### src/rtl/seed_random_3_card_dealer.sv
// Card dealer: round-robin arbitration over N_CH request channels, card ranks drawn from a
// free-running Galois LFSR with rejection sampling and a bounded-retry modulo fallback.
module seed_random_3_card_dealer #(
    parameter int unsigned              LFSR_W    = 16,
    parameter logic [LFSR_W-1:0]        LFSR_TAPS = 16'hB400,
    parameter logic [LFSR_W-1:0]        SEED      = 16'hACE1,
    parameter int unsigned              N_CH      = 2,
    parameter int unsigned              CARD_MAX  = 13,
    parameter int unsigned              MAX_RETRY = 7,
    localparam int unsigned             CH_W      = (N_CH > 1) ? $clog2(N_CH) : 1
) (
    input  logic                 clk_cp_i,
    input  logic                 rst_cp_i,
    input  logic [N_CH-1:0]      req_card_i,
    input  logic                 seed_load_i,
    input  logic [LFSR_W-1:0]    seed_i,
    output logic                 card_valid_o,
    output logic [3:0]           card_o,
    output logic [CH_W-1:0]      card_ch_o,
    output logic [N_CH-1:0]      ack_o,
    output logic [1:0]           state_o,
    output logic [LFSR_W-1:0]    lfsr_o
);

    localparam int unsigned RETRY_W = (MAX_RETRY > 0) ? $clog2(MAX_RETRY + 1) : 1;
    localparam logic [3:0]          CARD_MAX_4  = 4'(CARD_MAX);
    localparam logic [RETRY_W-1:0]  MAX_RETRY_R = RETRY_W'(MAX_RETRY);
    localparam logic [CH_W-1:0]     LAST_CH     = CH_W'(N_CH - 1);

    typedef enum logic [1:0] {
        S_IDLE = 2'd0,
        S_DRAW = 2'd1,
        S_SEND = 2'd2,
        S_WAIT = 2'd3
    } state_e;

    state_e              state_q, state_d;
    logic [LFSR_W-1:0]   lfsr_q, lfsr_d;
    logic [CH_W-1:0]     rr_q, rr_d;
    logic [CH_W-1:0]     grant_q, grant_d;
    logic [RETRY_W-1:0]  retry_q, retry_d;
    logic [3:0]          card_q, card_d;
    logic [CH_W-1:0]     card_ch_q, card_ch_d;
    logic                valid_q, valid_d;
    logic [N_CH-1:0]     ack_q, ack_d;

    logic [LFSR_W-1:0]   lfsr_step;
    logic                pick_found;
    logic [CH_W-1:0]     pick_idx;
    logic [3:0]          cand;
    logic                cand_ok;
    logic [3:0]          fallback;

    // LFSR free-runs every cycle; a seed load replaces the step, zero seeds map to SEED
    always_comb begin
        lfsr_step = {1'b0, lfsr_q[LFSR_W-1:1]} ^ (lfsr_q[0] ? LFSR_TAPS : '0);
        lfsr_d    = lfsr_step;
        if (seed_load_i) begin
            lfsr_d = (seed_i == '0) ? SEED : seed_i;
        end
    end

    // Round-robin pick: first requester at or after rr_q, wrapping
    always_comb begin
        int unsigned idx;
        idx        = 0;
        pick_found = 1'b0;
        pick_idx   = '0;
        for (int unsigned i = 0; i < N_CH; i++) begin
            idx = (32'(rr_q) + i) % N_CH;
            if (!pick_found && req_card_i[CH_W'(idx)]) begin
                pick_found = 1'b1;
                pick_idx   = CH_W'(idx);
            end
        end
    end

    always_comb begin
        cand     = lfsr_q[3:0];
        cand_ok  = (cand != 4'd0) && (cand <= CARD_MAX_4);
        fallback = 4'((32'(cand) % CARD_MAX) + 32'd1);
    end

    // Next-state and output logic
    always_comb begin
        state_d   = state_q;
        rr_d      = rr_q;
        grant_d   = grant_q;
        retry_d   = retry_q;
        card_d    = card_q;
        card_ch_d = card_ch_q;
        valid_d   = 1'b0;
        ack_d     = '0;
        case (state_q)
            S_IDLE: begin
                if (pick_found) begin
                    grant_d = pick_idx;
                    retry_d = '0;
                    state_d = S_DRAW;
                end
            end
            S_DRAW: begin
                if (cand_ok || (retry_q == MAX_RETRY_R)) begin
                    card_d    = cand_ok ? cand : fallback;
                    card_ch_d = grant_q;
                    valid_d   = 1'b1;
                    ack_d     = N_CH'(1) << grant_q;
                    state_d   = S_SEND;
                end else begin
                    retry_d = retry_q + RETRY_W'(1);
                end
            end
            S_SEND: begin
                rr_d    = (grant_q == LAST_CH) ? '0 : grant_q + CH_W'(1);
                state_d = S_WAIT;
            end
            S_WAIT: begin
                if (!req_card_i[grant_q]) begin
                    state_d = S_IDLE;
                end
            end
            default: state_d = S_IDLE;
        endcase
    end

    always_ff @(posedge clk_cp_i) begin
        if (!rst_cp_i) begin
            state_q   <= S_IDLE;
            lfsr_q    <= SEED;
            rr_q      <= '0;
            grant_q   <= '0;
            retry_q   <= '0;
            card_q    <= '0;
            card_ch_q <= '0;
            valid_q   <= 1'b0;
            ack_q     <= '0;
        end else begin
            state_q   <= state_d;
            lfsr_q    <= lfsr_d;
            rr_q      <= rr_d;
            grant_q   <= grant_d;
            retry_q   <= retry_d;
            card_q    <= card_d;
            card_ch_q <= card_ch_d;
            valid_q   <= valid_d;
            ack_q     <= ack_d;
        end
    end

    assign card_valid_o = valid_q;
    assign card_o       = card_q;
    assign card_ch_o    = card_ch_q;
    assign ack_o        = ack_q;
    assign state_o      = state_q;
    assign lfsr_o       = lfsr_q;

endmodule
### config.mk
export PLATFORM = sky130hd
export DESIGN_NAME = seed_random_3_card_dealer
export DESIGN_NICKNAME = d
export VERILOG_FILES = /design/src/rtl/seed_random_3_card_dealer.sv
export SDC_FILE = /design/constraint.sdc
export NUM_CORES = 1
export LEC_CHECK = 0
export ABC_AREA = 1
export BUFFER_PORTS_ARGS = -buffer_cell sky130_fd_sc_hd__buf_2
export CAP_MARGIN = 0
export CELL_PAD_IN_SITES_DETAIL_PLACEMENT = 1
export CELL_PAD_IN_SITES_GLOBAL_PLACEMENT = 2
export CORE_ASPECT_RATIO = 1.25
export CORE_UTILIZATION = 27
export CTS_CLUSTER_DIAMETER = 150
export CTS_CLUSTER_SIZE = 40
export DETAILED_ROUTE_END_ITERATION = 7
export GPL_TIMING_DRIVEN = 0
export PLACE_DENSITY_LB_ADDON = 0.1
export SYNTH_ARGS = -nofsm -noshare
export SYNTH_HDL_FRONTEND = slang
export SYNTH_SLANG_ARGS = --single-unit
export TNS_END_PERCENT = 100
### constraint.sdc
create_clock -name clk_cp_i -period 2.3 [get_ports clk_cp_i]
set_clock_uncertainty 0.15 [all_clocks]
set_input_delay 0.69 -clock clk_cp_i [delete_from_list [all_inputs] [get_ports clk_cp_i]]
set_output_delay 0.69 -clock clk_cp_i [all_outputs]
set_load 0.005 [all_outputs]
======== After elaboration in Yosys (flattened, before gate mapping) ========
Index checks and enable logic that the tools add are counted.
cells by class
  $add $sub $neg .......................... 4
  divide/modulo/power cells ............... 1
  magnitude comparators ................... 4
  eq/ne operators ......................... 8
  shift operators ......................... 1
  muxes and demuxes ....................... 23
  bitwise operators ....................... 1
  reduce and logical (&&, ||, !) cells .... 14
operator list
  operator                                                count
  2-to-1 mux 16 bit                                       3
  remainder unit 4 x 4 -> 32 bit (second input constant)  1
  logical NOT 16 bit                                      1
  bitwise XOR 15 x 16 -> 16 bit                           1
  2-to-1 mux 1 bit                                        12
  AND reduction 3 bit                                     3
  inequality test 2 bit (second input constant)           4
  case mux 2 bit (4 select lines)                         1
  < comparator 1 x 2 -> 1 bit (second input constant)     3
  2-to-1 mux 2 bit                                        3
  2-to-1 mux 3 bit                                        2
  case mux 3 bit (2 select lines)                         1
  AND reduction 2 bit                                     3
  adder 4 x 1 -> 4 bit (second input constant)            1
  == test 2 bit (second input constant)                   2
  <= comparator 4 bit (second input constant)             1
  2-to-1 mux 4 bit                                        1
  nonzero test 4 bit                                      1
  adder 3 x 1 -> 3 bit (second input constant)            1
  == test 3 bit (second input constant)                   1
  adder 1 bit (second input constant)                     2
  == test 2 x 1 -> 1 bit (second input constant)          1
  logical AND 1 bit                                       2
  logical NOT 2 bit                                       1
  other kinds (4)                                         4
storage, ports and cells
  register bits after elaboration ......... 31
  output and inout bits ................... 26

======== Depth between registers and ports, before layout ========
Gate-level depths: netlist of run 1.
  depth in word-level cells ............... 8
  gate-level depth with buffers ........... 12

======== Least setup slack after synthesis of run 1 ========
No wires, ideal clock.
  path type ............................... register to register
  from .................................... register lfsr_q[0], in the netlist lfsr_o[0]
  to ...................................... register card_q[2], in the netlist card_o[2]
  library setup time ...................... 0.112 ns
  arrival ................................. 1.600 ns
  path slack .............................. 0.437 ns
  cell stages (with the launch flop) ...... 13
  path buffers ............................ 1
  cell sequence ........................... dfxtp_1 > buf_2 > inv_1 > ha_1 > nand2_1 > nand2_1 > nand2_1 > nand2_1 > ha_1 > o21ai_0 > o21ai_0 > nand2_1 > nand2_1
on the way
  cells in the longest elaborated chain, start to end .. 4
RTL lines
  item                                                                    RTL line  RTL
  from (decl)                                                             38        logic [LFSR_W-1:0] lfsr_q, lfsr_d;
  from (signal assigned)                                                  139       lfsr_q <= lfsr_d;
  branches (longest 4 deep; another with remainder unit 4 x 4 -> 32 bit)  -
  to (signal assigned)                                                    143       card_q <= card_d;
  to (decl)                                                               42        logic [3:0] card_q, card_d;
Parallel ways; which one is timed is not known.
A chain may end at the register's enable or synchronous reset.

======== Final worst setup path of run 1 ========
  from .................................... register lfsr_q[0], in the netlist lfsr_o[0]
  to ...................................... register card_q[1], in the netlist card_o[1]
The elaborated chain is that of the path after synthesis.

==> impl_results.md, run 1 <==
* Clock sink count at 31
* Total GRT Usage at 15.07%
* Core area at 5555 um2
* WP data arrival at between 2 and 2.5 ns
* Final clock period utilization by the worst path at 87.98%
* First-pass GRT wire length at between 7000 and 8000 um
* CTS H-tree lvls at 2
* Die area at 6217 um2
* Seq/Total Area, Yosys at 38.93%
* Crit. End Element: flop
* Syn_nets at 257
* Gr ovfl total at 0
* Layout cells sized above 1 at 22.66%
* Top-Level Pins at 47
* Worst Path Required at 2.33 ns
* Endpoints failing hold at 0
* IO Port Bufs at 44
* Synthesized area per cell at about 7 um2
* CTS buffer count at 5
* FF-to-FF path depth at 12
* Area grow syn2layout at 25.28%
* RR Startpoint: lfsr_o[0]
* Worst setup path endpoint: card_o[1]
* Lkg Pwr at ~1 nW
* DP Wirelength at 3335 um
* Worst slew margin at 63.05%
* Seq cells post-synth at 31
* RSZ-0062 raised after global routing: no
* # diodes at 0
* Max-cap check violation count at 0
* Initial antenna violation count at 0
* DP Worst Slack at 0.1967 ns
* First-pass detailed-route iteration total at 6
* Setup ws final at 0.2763 ns
* # hold bufs at CTS at 0
* Longest Clk Path Bufs at 2
* Initial Utilization at 28.69%
* Vias in the first global route at 1,568
* FMAX at 494.2 MHz
* Setup CP Type: reg -> reg
* RePlAce Congestion at between 0.7 and 0.8
* ANT nets after route at 0
* Fin crit period at 2.024 ns
* Hold WC Path Type: reg -> reg
* Post-route insts no fill at 342
* Cells after synthesis at 226
* CTS tree: done
* Yosys warns at 0
* Vias after detailed routing at around 1,600
* DR WL/cell at 12.47 um
* Post-Route WL at 4264 um
* Initial detailed-routing violation count at 57
* Max Fanout on Critical Path at 8
* Commonest non-fill, non-tap cell in the layout: nand2_1
* Final nets at 308
* Yosys cell types at 19
* Final setup vio count at 0
* Slew @ Worst Pin at 0.5542 ns
* Die span in y at 87.91 um
* Die Width at 70.73 um
* Final Instance Area at 1997 um2
* Outcome: finished, violations left
* DRC errors left at 2
* Register-to-register setup slack at around 0.28 ns
* Max Slew Vio Count at 0
* Vias per inst at approximately 4.6
* Placed instance count at 334
* Largest net degree at the start of global routing at 11
* Netlist Area Pre-Place at ~1600 um2
* Crit path from: lfsr_o[0]
* Failing checks: DRC
* Post-Route Setup TNS at 0 ns
* CP Launch Type: flop
* Clk slew on worst S/H paths at 0.07 ns
* Placed inst area at about 1900 um2
* Num rows at 30
* Clk_lat worst skew at 0.29 ns
* Worst VDD drop at 0.2609 mV
* Most frequent cells in the layout: nand2_1 (47), buf_2 (46), dfxtp_1 (31), inv_1 (30)
* Power per cell area at 872.2 nW/um2
* Clock Root Buffer: clkbuf_8
* R2r endpoint: card_o[1]
per-stage QoR:
stage | hold WS [ns] | utilization (%) | total power [W]
finish | 0.3195 | 35.95 | 0.001742
global route | 0.3454 | 35.95 | 0.001896
CTS | 0.3229 | 35.90 | 0.001781
detailed placement | 0.3074 | 34.10 | 0.001282
floorplan | 0.2846 | - | 0.001097
global placement | 0.3068 | 34.10 | 0.001278
Yosys cell counts:
master | instances | area [um2]
nand3_4 | 1 | 17.52
buf_8 | 1 | 15.01
ha_1 | 10 | 125.1
nand3_2 | 1 | 10.01
dfxtp_1 | 31 | 620.6
clkinv_2 | 1 | 5.000
buf_1 | 1 | 3.750
xor2_1 | 1 | 8.760
a21oi_1 | 14 | 70.07
nand3_1 | 25 | 125.1
o21ai_0 | 25 | 125.1
nand2_2 | 2 | 12.51
nand4_1 | 2 | 12.51
inv_1 | 30 | 112.6
buf_2 | 3 | 15.01
nand2_1 | 47 | 176.4
nand2_4 | 3 | 33.78
nor2_1 | 25 | 93.84
clkbuf_1 | 3 | 11.26
worst max-delay path: stages, from the launching register on:
cell,delay (ns)
dfxtp_1,0.35
clkbuf_4,0.19
inv_1,0.09
ha_1,0.24
nand2_1,0.12
nand2_1,0.09
nand2_1,0.08
nand2_1,0.08
ha_1,0.28
nand2_1,0.06
o21ai_0,0.07
nand2_1,0.07
nand2_1,0.04
logic make-up (layout without fill, tap and decap cells):
logic type | after synthesis | after routing | share of synthesized area (%)
simple gates | 106 | 106 | 30.22
fa+ha+maj | 10 | 10 | 7.849
flops | 31 | 31 | 38.93
xor+xnor | 1 | 1 | 0.5496
compound gates | 39 | 39 | 12.25
buf+inv | 39 | 91 | 10.20
flip-flops by register name, indices dropped and copies added, names as in the netlist:
register,count
state_o,2
ack_o,2
rr_q,1
card_o,4
grant_q,1
card_ch_o,1
retry_q,3
card_valid_o,1
lfsr_o,16
worst min-delay path by stage:
stage,startpoint,cells past startpoint,slack (ns),end
finish,card_o[3],2,0.32,card_o[3]
floorplan,grant_q,1,0.28,ack_o[0]
global placement,card_o[2],2,0.31,card_o[2]
CTS,card_o[3],2,0.32,card_o[3]
detailed placement,lfsr_o[7],2,0.31,lfsr_o[6]
global route,card_o[1],2,0.35,card_o[1]
metal layers:
layer  vias to the layer above  track usage [%]  routed length (um)
met5                         -                0                   0
met4                         0            5.455                  59
li1                        820                -                   -
met1                       712            17.18                1947
met3                         6            4.373                 197
met2                        36            26.84                2060
power breakdown:
part / internal (W) / leakage [nW] / switching (W) / total [W]
clock: 0.000273 / 0.0515 / 0.000214 / 0.000487
sequential: 0.000624 / 0.256 / 0.0000607 / 0.000685
combinational: 0.000238 / 0.718 / 0.000332 / 0.000570
final cells by class:
class | count | area (um2)
Timing Repair Buffer | 44 | 220.2
Sequential cell | 31 | 620.6
Tap cell | 64 | 80.08
Clock buffer | 8 | 100.1
Fill cell | 732 | 3558
Inverter | 31 | 117.6
Multi-Input combinational cell | 156 | 810.8
Buffer | 8 | 47.55
what timing repair did:
action                                  in CTS  in global routing
endpoints found under the setup margin       0                  1
endpoints found under the hold margin        0                  0
setup buffers                                0                  0
gates resized for setup                      0                  2
Power figures use the tool's default switching activity.
==> run 2: changes to the inputs <==
--- a/config.mk
+++ b/config.mk
@@ -5,13 +5,12 @@
 export SDC_FILE = /design/constraint.sdc
 export NUM_CORES = 1
 export LEC_CHECK = 0
-export ABC_AREA = 1
 export BUFFER_PORTS_ARGS = -buffer_cell sky130_fd_sc_hd__buf_2
 export CAP_MARGIN = 0
 export CELL_PAD_IN_SITES_DETAIL_PLACEMENT = 1
 export CELL_PAD_IN_SITES_GLOBAL_PLACEMENT = 2
 export CORE_ASPECT_RATIO = 1.25
-export CORE_UTILIZATION = 27
+export CORE_UTILIZATION = 29
 export CTS_CLUSTER_DIAMETER = 150
 export CTS_CLUSTER_SIZE = 40
 export DETAILED_ROUTE_END_ITERATION = 7
==> impl_results.md, run 2 <==
* RR Startpoint: lfsr_o[0]
* First-pass detailed-route iteration total at 2
* Num rows at 28
* Initial Utilization at 30.67%
* Synthesized area per cell at 9.691 um2
* Setup CP Type: reg -> reg
* Post-Route WL at 4079 um
* Worst Path Required at 2.32 ns
* Area grow syn2layout at 29.20%
* ANT nets after route at 0
* Die area at 5405 um2
* Seq cells post-synth at 31
* Commonest non-fill, non-tap cell in the layout: buf_2
* WP data arrival at between 2 and 2.5 ns
* Final clock period utilization by the worst path at a little over nine tenths
* Initial antenna violation count at 0
* Endpoints failing hold at 0
* RePlAce Congestion at 0.7810
* Worst hold stages at 2
* Final nets at around 240
* Sw Share at 31.19%
* CTS tree: done
* Fin crit period at 2.209 ns
* Die Width at 65.96 um
* Gr ovfl total at 0
* Register-to-register setup slack at just over 0.09 ns
* Total Power at 0.001598 W
* DRC errors left at 0
* Logic pwr share at around 29%
* Post-synth ARST share at 0%
* First-pass GRT wire length at 6603 um
* Initial detailed-routing violation count at 29
* Vias in the first global route at 1,415
* R2r endpoint: retry_q[1]
* Max-cap check violation count at 0
* Largest net degree at the start of global routing at 11
* CTS buffer count at 5
* Vias per inst at 4.940
* Clock sink count at 31
* Sequential share of power at ~42%
* Clk pwr share at between 20% and 30%
* Yosys warns at 0
* # hold bufs at CTS at 0
* Total GRT Usage at 16.54%
* Clk_lat worst skew at 0.28 ns
* Max Slew Vio Count at 0
* Clock Root Buffer: clkbuf_8
* DP Wirelength at 3202 um
* Cells after synthesis at 153
* Yosys cell types at 36
* IO Port Bufs at 45
* Most frequent cells in the layout: buf_2 (45), dfxtp_1 (31), nand2_1 (18), mux2i_1 (12)
* Int Pwr at 0.001100 W
* Seq/Total Area, Yosys at 41.86%
* Lkg Pwr at 0.9188 nW
* CTS H-tree lvls at 2
* Main synth FF type: dfxtp_1
* # diodes at 0
* Layout cells sized above 1 at 31.55%
* Number of synthesized flops with an enable pin at 0
* Max Fanout on Critical Path at 7
* FMAX at 452.8 MHz
* Post-synth top area share at 41.86%
* Core area at 4835 um2
* Top-Level Pins at 47
* CP Launch Type: flop
* Crit path from: lfsr_o[0]
* Netlist Area Pre-Place at 1483 um2
* Vias after detailed routing at 1,314
* Die span in y at around 80 um
* Final setup vio count at 0
* Worst VDD drop at 0.3379 mV
* Clk slew on worst S/H paths at 0.06 ns
* DR WL/cell at around 15 um
* Slew @ Worst Pin at 0.6622 ns
* Hold WC Path Type: reg -> reg
* Post-synth top cells: dfxtp_1 (31), nand2_1 (18), mux2i_1 (12), ha_1 (10)
* Crit. End Element: flop
* Worst setup path endpoint: retry_q[1]
* Postcts setup bufs at 0
* Most common cell in the netlist: dfxtp_1
* Leading area contributor after synthesis: dfxtp_1
* Largest register FFs at 16
* NetSw at 0.0004986 W
* Power per cell area at 834.5 nW/um2
* Setup ws final at 0.09144 ns
* FF-to-FF path depth at 7
* Most area-consuming cells after synthesis: dfxtp_1 (42%), ha_1 (8.4%), mux2i_1 (8.1%)
* Worst slew margin at 55.85%
* Syn_nets at around 180
* Longest Clk Path Bufs at 2
* Outcome: complete, no violations
* RSZ-0062 raised after global routing: no
* Post-Route Setup TNS at 0 ns
* DP Worst Slack at -0.2355 ns
-- run 2: cell types whose count changed after synthesis, moves of 9 or more --
cell / previous run / this run
a21oi_1: 14 / 4
inv_1: 30 / 9
mux2i_1: 0 / 12
nand2_1: 47 / 18
nand3_1: 25 / 1
nor2_1: 25 / 5
nor2b_1: 0 / 9
o21ai_0: 25 / 3
o22ai_1: 0 / 9
-- run 2: per-layer routing --
| layer | GRT usage [%] | share of wire, % | vias to the layer above |
|---|---|---|---|
| li1 | - | - | 640 |
| met1 | 15.94 | 39 | 633 |
| met2 | 32.65 | 56 | 34 |
| met3 | 4.861 | 4.4 | 7 |
| met4 | 5.745 | 1.4 | 0 |
| met5 | 0 | 0 | - |
-- run 2: area by class of cell --
cell class,count,area [um2]
Clock buffer,8,100.1
Inverter,9,33.78
Timing Repair Buffer,45,225.2
Fill cell,572,2919
Sequential cell,31,620.6
Tap cell,60,75.07
Buffer,8,42.54
Multi-Input combinational cell,105,818.3
-- run 2: logic make-up after synthesis --
kind of cell / share of synthesized area, %
buffers and inverters: 4.472
AND/OR/NAND/NOR: 18.40
flip-flops: 41.86
AO/OA/AOI/OAI: 15.02
adder cells (fa/ha/maj): 8.439
multiplexers: 8.861
XOR/XNOR: 2.954
-- run 2: critical path: stages (launching register included) --
cell and delay, ns:
dfxtp_1 0.36, buf_6 0.15, inv_1 0.07, ha_2 0.23
and4bb_1 0.34, a211oi_2 0.10, or3_1 0.42, a32o_1 0.28
-- run 2: worst min path at each step --
| stage | startpoint | end | slack (ns) |
|---|---|---|---|
| after detailed placement | card_o[2] | card_o[2] | 0.33 |
| after CTS | card_o[2] | card_o[2] | 0.34 |
| after floorplan | grant_q | ack_o[0] | 0.30 |
| after global placement | lfsr_o[7] | lfsr_o[6] | 0.31 |
| after global routing | card_o[2] | card_o[2] | 0.36 |
| final | card_o[2] | card_o[2] | 0.34 |
-- run 2: power groups by stage --
stage                     Combinational, W  Clock, W  Sequential (W)
after floorplan                   0.000284         0        0.000674
after global placement            0.000433         0        0.000673
after detailed placement          0.000457         0        0.000677
final                             0.000464  0.000471        0.000663
after CTS                         0.000461  0.000491        0.000665
after global routing              0.000525  0.000520        0.000674
-- run 2: what timing repair did --
action / in CTS / in global routing
endpoints found under the hold margin: 0 / 0
gates resized for setup: 3 / 7
pin swaps: 0 / 1
setup endpoints to repair: 13 / 8
-- run 2: per-stage QoR --
step                      util [%]  cell area, um2  std cells  hold slack [ns]
after CTS                    39.08            1889        266           0.3402
after floorplan                  -            1483        153           0.2976
final                        39.62            1916        266           0.3371
after global routing         39.62            1916        266           0.3616
after global placement       36.88            1783        258           0.3136
after detailed placement     36.88            1783        258           0.3277
